### config.mk
export PLATFORM = sky130hd
export DESIGN_NAME = tdm_demux
export DESIGN_NICKNAME = d
export VERILOG_FILES = /design/src/rtl/tdm_pkg.sv /design/src/rtl/tdm_slot_ctr.sv /design/src/rtl/tdm_demux.sv
export SDC_FILE = /design/constraint.sdc
export NUM_CORES = 1
export LEC_CHECK = 0
export ABC_AREA = 1
export CAP_MARGIN = 10
export CORE_ASPECT_RATIO = 1.75
export CORE_UTILIZATION = 50
export DETAILED_ROUTE_END_ITERATION = 8
export GPL_ROUTABILITY_DRIVEN = 1
export PLACE_DENSITY = 0.89
export SYNTH_ARGS = -nofsm -noshare
export SYNTH_HDL_FRONTEND = slang
export SYNTH_SLANG_ARGS = --single-unit
### constraint.sdc
create_clock -name clk -period 4.2 [get_ports clk]
set_input_delay 1.05 -clock clk [delete_from_list [all_inputs] [get_ports clk]]
set_output_delay 1.05 -clock clk [all_outputs]
set_load 0.02 [all_outputs]
### src/rtl/tdm_pkg.sv
// Shared definitions for the TDM link. The mux and demux both import these,
// so the two ends of the link use the same frame shape.
package tdm_pkg;

    localparam int NCH_DEF = 4;
    localparam int W_DEF   = 8;
    localparam int SW_DEF  = 2;

    typedef enum logic {
        HUNT = 1'b0,
        LOCK = 1'b1
    } tdm_state_t;

endpackage

### src/rtl/tdm_slot_ctr.sv
// Slot position counter for the TDM demux. Clear takes priority over load,
// and load takes priority over increment. The counter wraps after slot NCH-1.
module tdm_slot_ctr #(
    parameter int NCH = 4,
    parameter int SW  = 2
) (
    input  logic          clk,
    input  logic          rst,
    input  logic          clear,
    input  logic          load1,
    input  logic          inc,
    output logic [SW-1:0] slot,
    output logic          last
);

    assign last = (slot == SW'(NCH - 1));

    always_ff @(posedge clk) begin
        if (rst || clear) begin
            slot <= '0;
        end else if (load1) begin
            slot <= SW'(1);
        end else if (inc) begin
            slot <= last ? '0 : slot + SW'(1);
        end
    end

endmodule

### src/rtl/tdm_demux.sv
// Receive side of the TDM link. It hunts for a start-of-frame, then steers
// each slot into its own channel register and pulses that channel's strobe.
module tdm_demux
    import tdm_pkg::*;
#(
    parameter int NCH = NCH_DEF,
    parameter int W   = W_DEF,
    parameter int SW  = SW_DEF
) (
    input  logic           clk,
    input  logic           rst,
    input  logic           in_valid,
    input  logic [W-1:0]   in_data,
    input  logic           in_sof,
    output logic [NCH*W-1:0] out_data,
    output logic [NCH-1:0] out_valid,
    output logic           frame_done,
    output logic           sync_err,
    output logic           locked
);

    tdm_state_t    state_q, state_d;
    logic [SW-1:0] slot;
    logic          last;
    logic          ctr_clear, ctr_load1, ctr_inc;
    logic          wr_en;
    logic [SW-1:0] wr_ch;
    logic          fdone_d, err_d;
    logic [NCH-1:0] strobe;

    tdm_slot_ctr #(
        .NCH (NCH),
        .SW  (SW)
    ) u_slot_ctr (
        .clk   (clk),
        .rst   (rst),
        .clear (ctr_clear),
        .load1 (ctr_load1),
        .inc   (ctr_inc),
        .slot  (slot),
        .last  (last)
    );

    always_ff @(posedge clk) begin
        if (rst) begin
            state_q <= HUNT;
        end else begin
            state_q <= state_d;
        end
    end

    // An SOF always resyncs onto channel 0; only a missing SOF drops lock.
    always_comb begin
        state_d   = state_q;
        wr_en     = 1'b0;
        wr_ch     = '0;
        ctr_clear = 1'b0;
        ctr_load1 = 1'b0;
        ctr_inc   = 1'b0;
        fdone_d   = 1'b0;
        err_d     = 1'b0;
        if (in_valid) begin
            case (state_q)
                HUNT: begin
                    if (in_sof) begin
                        wr_en     = 1'b1;
                        ctr_load1 = 1'b1;
                        state_d   = LOCK;
                    end
                end
                LOCK: begin
                    if (in_sof) begin
                        wr_en     = 1'b1;
                        ctr_load1 = 1'b1;
                        err_d     = (slot != '0);
                    end else if (slot != '0) begin
                        wr_en   = 1'b1;
                        wr_ch   = slot;
                        ctr_inc = 1'b1;
                        fdone_d = last;
                    end else begin
                        err_d     = 1'b1;
                        ctr_clear = 1'b1;
                        state_d   = HUNT;
                    end
                end
                default: state_d = HUNT;
            endcase
        end
    end

    always_comb begin
        strobe = '0;
        for (int k = 0; k < NCH; k++) begin
            if (wr_en && (wr_ch == SW'(k))) begin
                strobe[k] = 1'b1;
            end
        end
    end

    always_ff @(posedge clk) begin
        if (rst) begin
            out_data   <= '0;
            out_valid  <= '0;
            frame_done <= 1'b0;
            sync_err   <= 1'b0;
        end else begin
            out_valid  <= strobe;
            frame_done <= fdone_d;
            sync_err   <= err_d;
            for (int k = 0; k < NCH; k++) begin
                if (strobe[k]) begin
                    out_data[k*W +: W] <= in_data;
                end
            end
        end
    end

    assign locked = (state_q == LOCK);

endmodule

==> results of run 1 <==
[routing by layer]
layer,share of wire,vias to the layer above
met4,0.033,0
met2,0.53,61
li1,-,838
met5,0,-
met3,0.049,12
met1,0.39,739
[logic make-up (layout without fill, tap and decap cells)]
kind of cell               after synthesis  in the layout
AOI/OAI and AO/OA                       20             20
DFF                                     41             41
buffers and inverters                   50            101
and+or+nand+nor                        128            128
adders and majority gates                4              4
[power breakdown]
part / switching (uW) / internal [uW] / total [uW]
Sequential: 5.60 / 396 / 402
Combinational: 46.9 / 33.8 / 80.7
Clock: 140 / 178 / 318
[worst max-delay path, delay by kind of cell]
family | cells | cell delay [ns]
AO/OA/AOI/OAI | 1 | 0.34
buffers and inverters | 2 | 1.40
AND/OR/NAND/NOR | 1 | 0.08
[state kept, by name, summed over array words and instances, names as in the netlist]
name / count
out_valid: 4
locked: 1
out_data: 32
u_slot_ctr.slot: 2
sync_err: 1
frame_done: 1
[area by class of cell]
cell class,instances,share of cell area
inverter,43,0.0682
timing repair buffer,50,0.210
tap,45,0.0236
clock inverter,3,0.0194
sequential,41,0.344
clock buffer,5,0.0288
multi-input combinational,152,0.306
[cells in the mapped netlist, types with 2 or more instances]
| master | count |
|---|---|
| dfxtp_1 | 41 |
| inv_1 | 40 |
| nand3_4 | 2 |
| nor2_4 | 2 |
| nand2_1 | 51 |
| nand3_1 | 10 |
| a21oi_1 | 8 |
| ha_1 | 4 |
| nor2_1 | 49 |
| buf_6 | 3 |
| nand3_2 | 2 |
| o21ai_0 | 11 |
| nand2_2 | 3 |
| clkbuf_1 | 2 |
| nand4_1 | 8 |
[final timing paths]
path	start	endpoint	slack (ns)	cells after the start
setup / recovery	rst	u_slot_ctr.slot[1]	1.50	4
hold / removal	out_data[23]	out_data[23]	0.47	2
setup reg to reg	u_slot_ctr.slot[0]	out_data[15]	2.16	9
hold reg to reg	out_data[23]	out_data[23]	0.47	2
[per-stage QoR]
step	std cells	power [uW]	setup slack, ns	utilization	hold WS [ns]
global placement	331	488	1.29	0.675	0.459
finish	339	800	1.50	0.709	0.469
global route	339	828	1.32	0.709	0.489
CTS	339	804	1.53	0.709	0.473
floorplan	243	456	2.37	-	0.533
detailed placement	331	490	1.26	0.675	0.461
==> qor.txt, run 1 <==
Biggest fanout along the worst timing path - 27
Layout cells sized above 1 - 0.0646
Die X - 47.0 um
Clock root cell - clkbuf_8
Max Freq - 371 MHz
Post-DRT Antenna Nets - 0
Core area - 3360 um^2
EDFF count, synth - 0
Grt total ovfl - 0
Most frequent cells in the layout - nand2_1, clkdlybuf4s50_1, nor2_1
DRC errors left - 0
Placed inst area - 2270 um^2
Main combinational cell family by area after synthesis - simple AND/OR/NAND/NOR gates
Critical path launch point type - input pin
Die Span Y - 80.7 um
Yosys top cell area share - 0.464
Final period utilization - 0.642
Initial DRC count - 36
Final min period - 2.70 ns
Adder-cell share of the synthesized area - 0.0283
Largest net degree at the start of global routing - 28
Max-Slew Margin vs Limit - 0.562
Synth top area cells - dfxtp_1, nand2_1, nor2_1
Routed len/inst - 11.8 um
Setup Skew - 0.00276 ns
Slowest CP cell - clkdlybuf4s50_1
Fin. Hold Viols - 0
CP Capture Type - flop
Crit path DAT - 2.88 ns
Unique cell type count in the Yosys netlist - 22
Dominant synthesized flop cell - dfxtp_1
Simple-Gate Fraction of Synth Area - 0.328
Initial antenna violation count - 0
Clk sinks - 41
Worst Max-Slew Pin Slew - 0.653 ns
Met1 usage - 0.250
I/O pins - 51
Port Buffers - 50
RSZ-0062 raised after global routing - false
DRT Pass-1 Iters - 4
Synth Net Count - 259
Max Slew Vio Count - 0
Area grow syn2layout - 35.0%
Worst IR Drop VDD - 406 uV
Clk slew on worst S/H paths - 0.08 ns
Fin nets - 309
Critical Path RT - 4.38 ns
Cell Chain, Critical Path - clkdlybuf4s50_1 > clkinv_1 > o21ai_0 > nor3b_1
Hold-fix buffers, CTS - 0
Multi-input gate area - 731 um^2
Met2 usage - 0.379
Rows - 28
H-tree level count - 2
Synthesized area - 1770 um^2
Setup TNS - 0 ns
# fillers - 282
Cts bufs inserted - 5
Post-synthesis compound-gate area fraction - 0.0573
Post-DP HPWL - 2830 um
GRT Util Overall - 0.226
Register Area - 821 um^2
Total Wirelength - 4000 um
Final instance area - 2390 um^2
Diode count - 0
Slowest stage delay, CP - 0.74 ns
Grt met3 use - 0.0494
Synth area leader - dfxtp_1
Die area - 3790 um^2
Detailed-route via count - 1650
Global routing's busiest layer - met2
Sequential share of the synthesized area - 0.464
Placer congestion estimate - 0.846
Vias per cell - 4.87
Xor/xnor share of the synthesized area - 0
MaxCap Viol Count - 0
CP Class - in2reg
Synth Instances - 243
PD cells - 335 nW/um^2
Outcome - complete, no violations
Setup Viol. Count Final - 0
Vias in the first global route - 1434
Average cell area after synthesis - 7.28 um^2
Maximum buffer depth of the clock tree - 2
#FFs+latches synth - 41
First-pass GRT wire length - 6180 um
Number of setup buffers added after CTS - 0
Post-cts repair resize count - 0
Mux cell area share after synthesis - 0
CTS tree - yes
Initial Util - 0.526
Ys async rst share - 0
Hold Crit Class - reg2reg
Clk_lat worst skew - 0.29 ns
Yosys warns - 0
Commonest non-fill, non-tap cell in the layout - nand2_1
Leakage - 0.00105 uW
Power figures use the tool's default switching activity.
==> run 2, diff against run 1 <==
--- a/config.mk
+++ b/config.mk
@@ -8,10 +8,10 @@
 export ABC_AREA = 1
 export CAP_MARGIN = 10
 export CORE_ASPECT_RATIO = 1.75
-export CORE_UTILIZATION = 50
+export CORE_UTILIZATION = 47
 export DETAILED_ROUTE_END_ITERATION = 8
 export GPL_ROUTABILITY_DRIVEN = 1
-export PLACE_DENSITY = 0.89
+export PLACE_DENSITY = 0.84
 export SYNTH_ARGS = -nofsm -noshare
 export SYNTH_HDL_FRONTEND = slang
 export SYNTH_SLANG_ARGS = --single-unit
==> constraint.sdc (replaced) <==
create_clock -name clk -period 2.7 [get_ports clk]
set_input_delay 0.675 -clock clk [delete_from_list [all_inputs] [get_ports clk]]
set_output_delay 0.675 -clock clk [all_outputs]
set_load 0.02 [all_outputs]
==> qor.txt, run 2 (synthesis gave the netlist of run 1 again) <==
Outcome - complete, no violations
Critical path buffer and inverter count - 1 (-1)
Cts bufs inserted - 5 (unchanged)
Rows - 29 (+3.6%)
Worst R2R Setup Slack - 0.74 ns (-1.42 ns)
MaxCap Viol Count - 0 (unchanged)
Setup Viol. Count Final - 0 (unchanged)
Hold Crit Class - reg2reg
DRT Pass-1 Iters - 6 (+2)
Number of setup buffers added after CTS - 0 (unchanged)
Initial Util - 0.492 (-0.0335)
Clk slew on worst S/H paths - 0.07 ns (about the same)
Total Wirelength - 3800 um (-4.9%)
Delay-heaviest family, CP - simple AND/OR/NAND/NOR gates
Launch point of the worst reg-to-reg path - u_slot_ctr.slot[0]
Die Span Y - 83.1 um (+3.1%)
Post-cts repair resize count - 0 (unchanged)
Routed len/inst - 11.1 um (-5.7%)
Commonest non-fill, non-tap cell in the layout - nand2_1
Cell Chain, Critical Path - clkdlybuf4s50_1 > nand3_2 > nand2_1 > nand3_4 > nor2_1 > nor2_1
Max-Slew Margin vs Limit - 0.714 (+0.151)
Area grow syn2layout - 36.2%
Worst Max-Slew Pin Slew - 0.429 ns (-0.224 ns)
Fin nets - 311 (+0.65%)
Diode count - 0 (unchanged)
Largest net degree at the start of global routing - 23 (-18%)
GRT Util Overall - 0.206 (-0.0199)
Slowest CP cell - clkdlybuf4s50_1
Post-DRT Antenna Nets - 0 (unchanged)
Most frequent cells in the layout - nand2_1, clkdlybuf4s50_1, nor2_1
Setup Skew - 0.00693 ns (+0.00417 ns)
Clk_lat worst skew - 0.29 ns (about the same)
CP Class - in2reg
Clk sinks - 41 (unchanged)
Slowest stage delay, CP - 0.56 ns (-0.18 ns)
Vias in the first global route - 1501 (+4.7%)
Grt total ovfl - 0 (unchanged)
Fin. Hold Viols - 0 (unchanged)
Leakage - 0.00106 uW (+1.2%)
Top Registers - out_data x32, out_valid x4, u_slot_ctr.slot x2
First-pass GRT wire length - 6630 um (+7.2%)
CTS tree - yes
Port Buffers - 50 (unchanged)
Critical Path RT - 2.88 ns (-1.50 ns)
DRC errors left - 0 (unchanged)
Max Freq - 483 MHz
Maximum buffer depth of the clock tree - 2 (unchanged)
Layout Utilization - 0.670 (-0.0393)
RSZ-0062 raised after global routing - false
Post-DP HPWL - 2860 um (+0.85%)
Die X - 48.4 um (+3.0%)
Setup TNS - 0 ns (unchanged)
Layout cells sized above 1 - 0.0709 (+0.00632)
PD cells - 523 nW/um^2 (+56%)
Worst IR Drop VDD - 575 uV (+42%)
Critical path launch point type - input pin
Worst Hold Path Cells - 2 (unchanged)
Biggest fanout along the worst timing path - 17 (-37%)
Sink of the worst hold path - out_data[23]
Max reg flops - 32 (unchanged)
H-tree level count - 2 (unchanged)
Worst Hold Launch - out_data[23]
Crit path DAT - 2.25 ns (-0.63 ns)
Worst R2R End - out_data[13]
Top cell by count, worst path - nor2_1
Max Slew Vio Count - 0 (unchanged)
Final min period - 2.07 ns
CP Capture Type - flop
Clock root cell - clkbuf_8
Vias per cell - 4.67 (-4.0%)
Initial antenna violation count - 0 (unchanged)
Hold-fix buffers, CTS - 0 (unchanged)
Core area - 3590 um^2 (+6.8%)
Final period utilization - 0.767
Detailed-route via count - 1598 (-3.2%)
Tot Pwr - 1260 uW (+57%)
Depth of the most critical reg-to-reg path - 8 (-1)
Biggest register - out_data
Die area - 4020 um^2 (+6.2%)
Initial DRC count - 22 (-39%)
Placer congestion estimate - 0.919 (+8.7%)
I/O pins - 51 (unchanged)
-- run 2: cell count changes in the layout (fill, tap and decap cells not counted) --
cell,delta
buf_4,+2
clkbuf_8,+1
clkinv_4,-1
-- run 2: per-stage QoR --
step | setup WS (ns) | cells | hold WS, ns | instance area, um^2
detailed placement | 0.346 | 334 | 0.459 | 2290
floorplan | 1.23 | 243 | 0.533 | 1770
global placement | 0.389 | 334 | 0.451 | 2290
finish | 0.630 | 342 | 0.465 | 2410
global route | 0.463 | 342 | 0.496 | 2410
CTS | 0.640 | 342 | 0.470 | 2410
-- run 2: worst max path at each step --
stage | from | end | slack, ns | cells after the start
after floorplan | u_slot_ctr.slot[0] | out_data[10] | 1.23 | 10
after global placement | in_valid | out_data[13] | 0.39 | 6
after detailed placement | in_valid | out_data[13] | 0.35 | 6
after CTS | in_valid | out_data[13] | 0.64 | 6
after global routing | in_valid | out_data[13] | 0.46 | 7
final | in_valid | out_data[13] | 0.63 | 6
-- run 2: layer usage --
metal  part of all wire  wire [um]  vias up  global-route usage
met5                  0          0        -                   0
met4              0.022         82        0              0.0882
met3              0.031        116        9              0.0458
met2               0.54       2040       40               0.366
met1               0.41       1560      709               0.230
li1                   -          -      840                   -
-- run 2: report_power, final --
part,total [uW],leakage [uW],internal (uW),switching (uW)
clock network,510,0.0000574,301,210
registers,624,0.000332,616,7.72
logic,125,0.000675,54.1,71.2
-- run 2: layout make-up --
cell class / count / area [um^2]
Fill cell: 315 / 1180
Sequential cell: 41 / 821
Multi-Input combinational cell: 152 / 731
Timing Repair Buffer: 52 / 515
Inverter: 43 / 163
Clock buffer: 6 / 82.6
Tap cell: 46 / 57.6
Clock inverter: 2 / 37.5
-- run 2: worst reg2reg max path, cell delays in order, from the launching register on --
cell and delay [ns]:
dfxtp_1 0.46, inv_1 0.11, ha_1 0.23, inv_1 0.07, nand3_2 0.10, nand2_1 0.36
nand3_4 0.27, nor2_1 0.18, nor2_1 0.06
==> run 3, diff against run 2 <==
--- a/config.mk
+++ b/config.mk
@@ -8,10 +8,10 @@
 export ABC_AREA = 1
 export CAP_MARGIN = 10
 export CORE_ASPECT_RATIO = 1.75
-export CORE_UTILIZATION = 47
+export CORE_UTILIZATION = 42
 export DETAILED_ROUTE_END_ITERATION = 8
 export GPL_ROUTABILITY_DRIVEN = 1
-export PLACE_DENSITY = 0.84
+export PLACE_DENSITY = 0.8
 export SYNTH_ARGS = -nofsm -noshare
 export SYNTH_HDL_FRONTEND = slang
 export SYNTH_SLANG_ARGS = --single-unit
==> constraint.sdc (replaced) <==
create_clock -name clk -period 1.9 [get_ports clk]
set_input_delay 0.475 -clock clk [delete_from_list [all_inputs] [get_ports clk]]
set_output_delay 0.475 -clock clk [all_outputs]
set_load 0.02 [all_outputs]
==> qor.txt, run 3 (synthesis gave the netlist of run 1 again) <==
Fin. Hold Viols - 0 (unchanged)
Clk_lat worst skew - 0.29 ns (about the same)
Slowest stage delay, CP - 0.63 ns (+0.07 ns)
CP Class - reg2out
Maximum buffer depth of the clock tree - 2 (unchanged)
Dpl cells - 343 (+2.7%)
Core area - 3940 um^2 (+9.7%)
Worst R2R Setup Slack - 0.21 ns (-0.53 ns)
Initial Util - 0.449 (-0.0436)
Total Wirelength - 4040 um (+6.4%)
Post-route setup slack - 0.0992 ns (-0.531 ns)
Final min period - 1.80 ns
Biggest fanout along the worst timing path - 5 (-12)
Area grow syn2layout - 40.7%
Stages on the worst setup path - 1 (-5)
H-tree level count - 2 (unchanged)
Placer congestion estimate - 0.805 (-12%)
Worst IR Drop VDD - 694 uV (+21%)
Worst Hold Launch - out_data[21]
Commonest non-fill, non-tap cell in the layout - nand2_1
Worst Max-Slew Pin Slew - 0.255 ns (-0.174 ns)
Detailed-route via count - 1622 (+1.5%)
MaxCap Viol Count - 0 (unchanged)
Vias per cell - 4.62 (-1.1%)
Die X - 51.0 um (+5.6%)
Vias in the first global route - 1500 (-0.067%)
Max Freq - 555 MHz
Most frequent cells in the layout - nand2_1, clkdlybuf4s50_1, nor2_1
Routed len/inst - 11.5 um (+3.6%)
Initial DRC count - 22 (unchanged)
Worst Hold Path Cells - 2 (unchanged)
GRT Util Overall - 0.196 (-0.00952)
Hold Crit Class - reg2reg
Setup Skew - 0.00397 ns (-0.00296 ns)
Initial antenna violation count - 0 (unchanged)
Post-cts repair resize count - 0 (unchanged)
Sink of the worst hold path - out_data[21]
Top Registers - out_data x32, out_valid x4, u_slot_ctr.slot x2
DP Worst Slack - -0.00230 ns (-0.348 ns)
Diode count - 0 (unchanged)
Grt total ovfl - 0 (unchanged)
Rows - 30 (+3.4%)
Max reg flops - 32 (unchanged)
CTS tree - yes
Depth of the most critical reg-to-reg path - 8 (unchanged)
Worst R2R End - out_data[4]
Layout Utilization - 0.631 (-0.0390)
PD cells - 729 nW/um^2 (+39%)
Slowest CP cell - clkdlybuf4s50_1
Setup Viol. Count Final - 0 (unchanged)
Number of setup buffers added after CTS - 0 (unchanged)
Leakage - 0.00111 uW (+3.9%)
Clock root cell - clkbuf_8
Cell Chain, Critical Path - clkdlybuf4s50_1
First-pass GRT wire length - 6510 um (-1.9%)
DRC errors left - 0 (unchanged)
DRT Pass-1 Iters - 4 (-2)
Critical path buffer and inverter count - 1 (unchanged)
Critical path launch point type - flop
Final std cells w/o fill - 351 (+2.6%)
CP Capture Type - primary output
Die area - 4480 um^2 (+12%)
RSZ-0062 raised after global routing - false
Clk slew on worst S/H paths - 0.08 ns (about the same)
Cts bufs inserted - 5 (unchanged)
Launch point of the worst reg-to-reg path - u_slot_ctr.slot[0]
Crit path DAT - 1.33 ns (-0.92 ns)
Post-DRT Antenna Nets - 0 (unchanged)
Clk sinks - 41 (unchanged)
Max-Slew Margin vs Limit - 0.830 (+0.116)
Largest net degree at the start of global routing - 28 (+22%)
Fin nets - 318 (+2.3%)
Layout cells sized above 1 - 0.0924 (+0.0215)
Critical Path RT - 1.42 ns (-1.46 ns)
Die Span Y - 87.8 um (+5.6%)
Max Slew Vio Count - 0 (unchanged)
Delay-heaviest family, CP - buffers and inverters
Hold-fix buffers, CTS - 0 (unchanged)
I/O pins - 51 (unchanged)
Post-DP HPWL - 2940 um (+3.0%)
Biggest register - out_data
Port Buffers - 50 (unchanged)
Outcome - complete, no violations
Final period utilization - 0.948
## run 3: how the worst max path moves through the flow
stage | start | end | slack, ns
after global placement | in_valid | out_data[26] | 0.03
after floorplan | u_slot_ctr.slot[0] | out_data[10] | 0.43
after global routing | u_slot_ctr.slot[0] | out_data[30] | 0.005
final | locked | locked | 0.1
after CTS | locked | locked | 0.09
after detailed placement | in_valid | out_data[27] | -0.002
## run 3: final cells by class
type	instances	area [um^2]
well taps	48	60.1
inverters	43	163
multi-input cells	152	731
clock buffers	6	82.6
repair buffers	59	593
flip-flops and latches	41	821
clock inverters	2	37.5
fillers	354	1450
## run 3: routing by layer
metal / part of all wire / wire [um] / track usage / vias to the layer above
li1: - / - / - / 852
met1: 0.40 / 1620 / 0.201 / 719
met2: 0.52 / 2110 / 0.354 / 41
met3: 0.042 / 171 / 0.0399 / 10
met4: 0.035 / 140 / 0.121 / 0
met5: 0 / 0 / 0 / -
## run 3: metrics by stage
step	setup TNS (ns)	hold slack, ns	instance area [um^2]	total power [uW]
2_1_floorplan	0	0.533	1770	1010
3_3_place_gp	0	0.455	2370	1100
3_5_place_dp	-0.00449	0.457	2370	1100
4_1_cts	0	0.469	2490	1820
5_1_grt	0	0.489	2490	1880
6_report	0	0.470	2490	1810
## run 3: report_power, final
part	internal, uW	switching [uW]	total, uW	leakage [uW]
clock	427	304	731	0.0000574
sequential	876	12.2	888	0.000332
combinational	88.0	106	194	0.000716
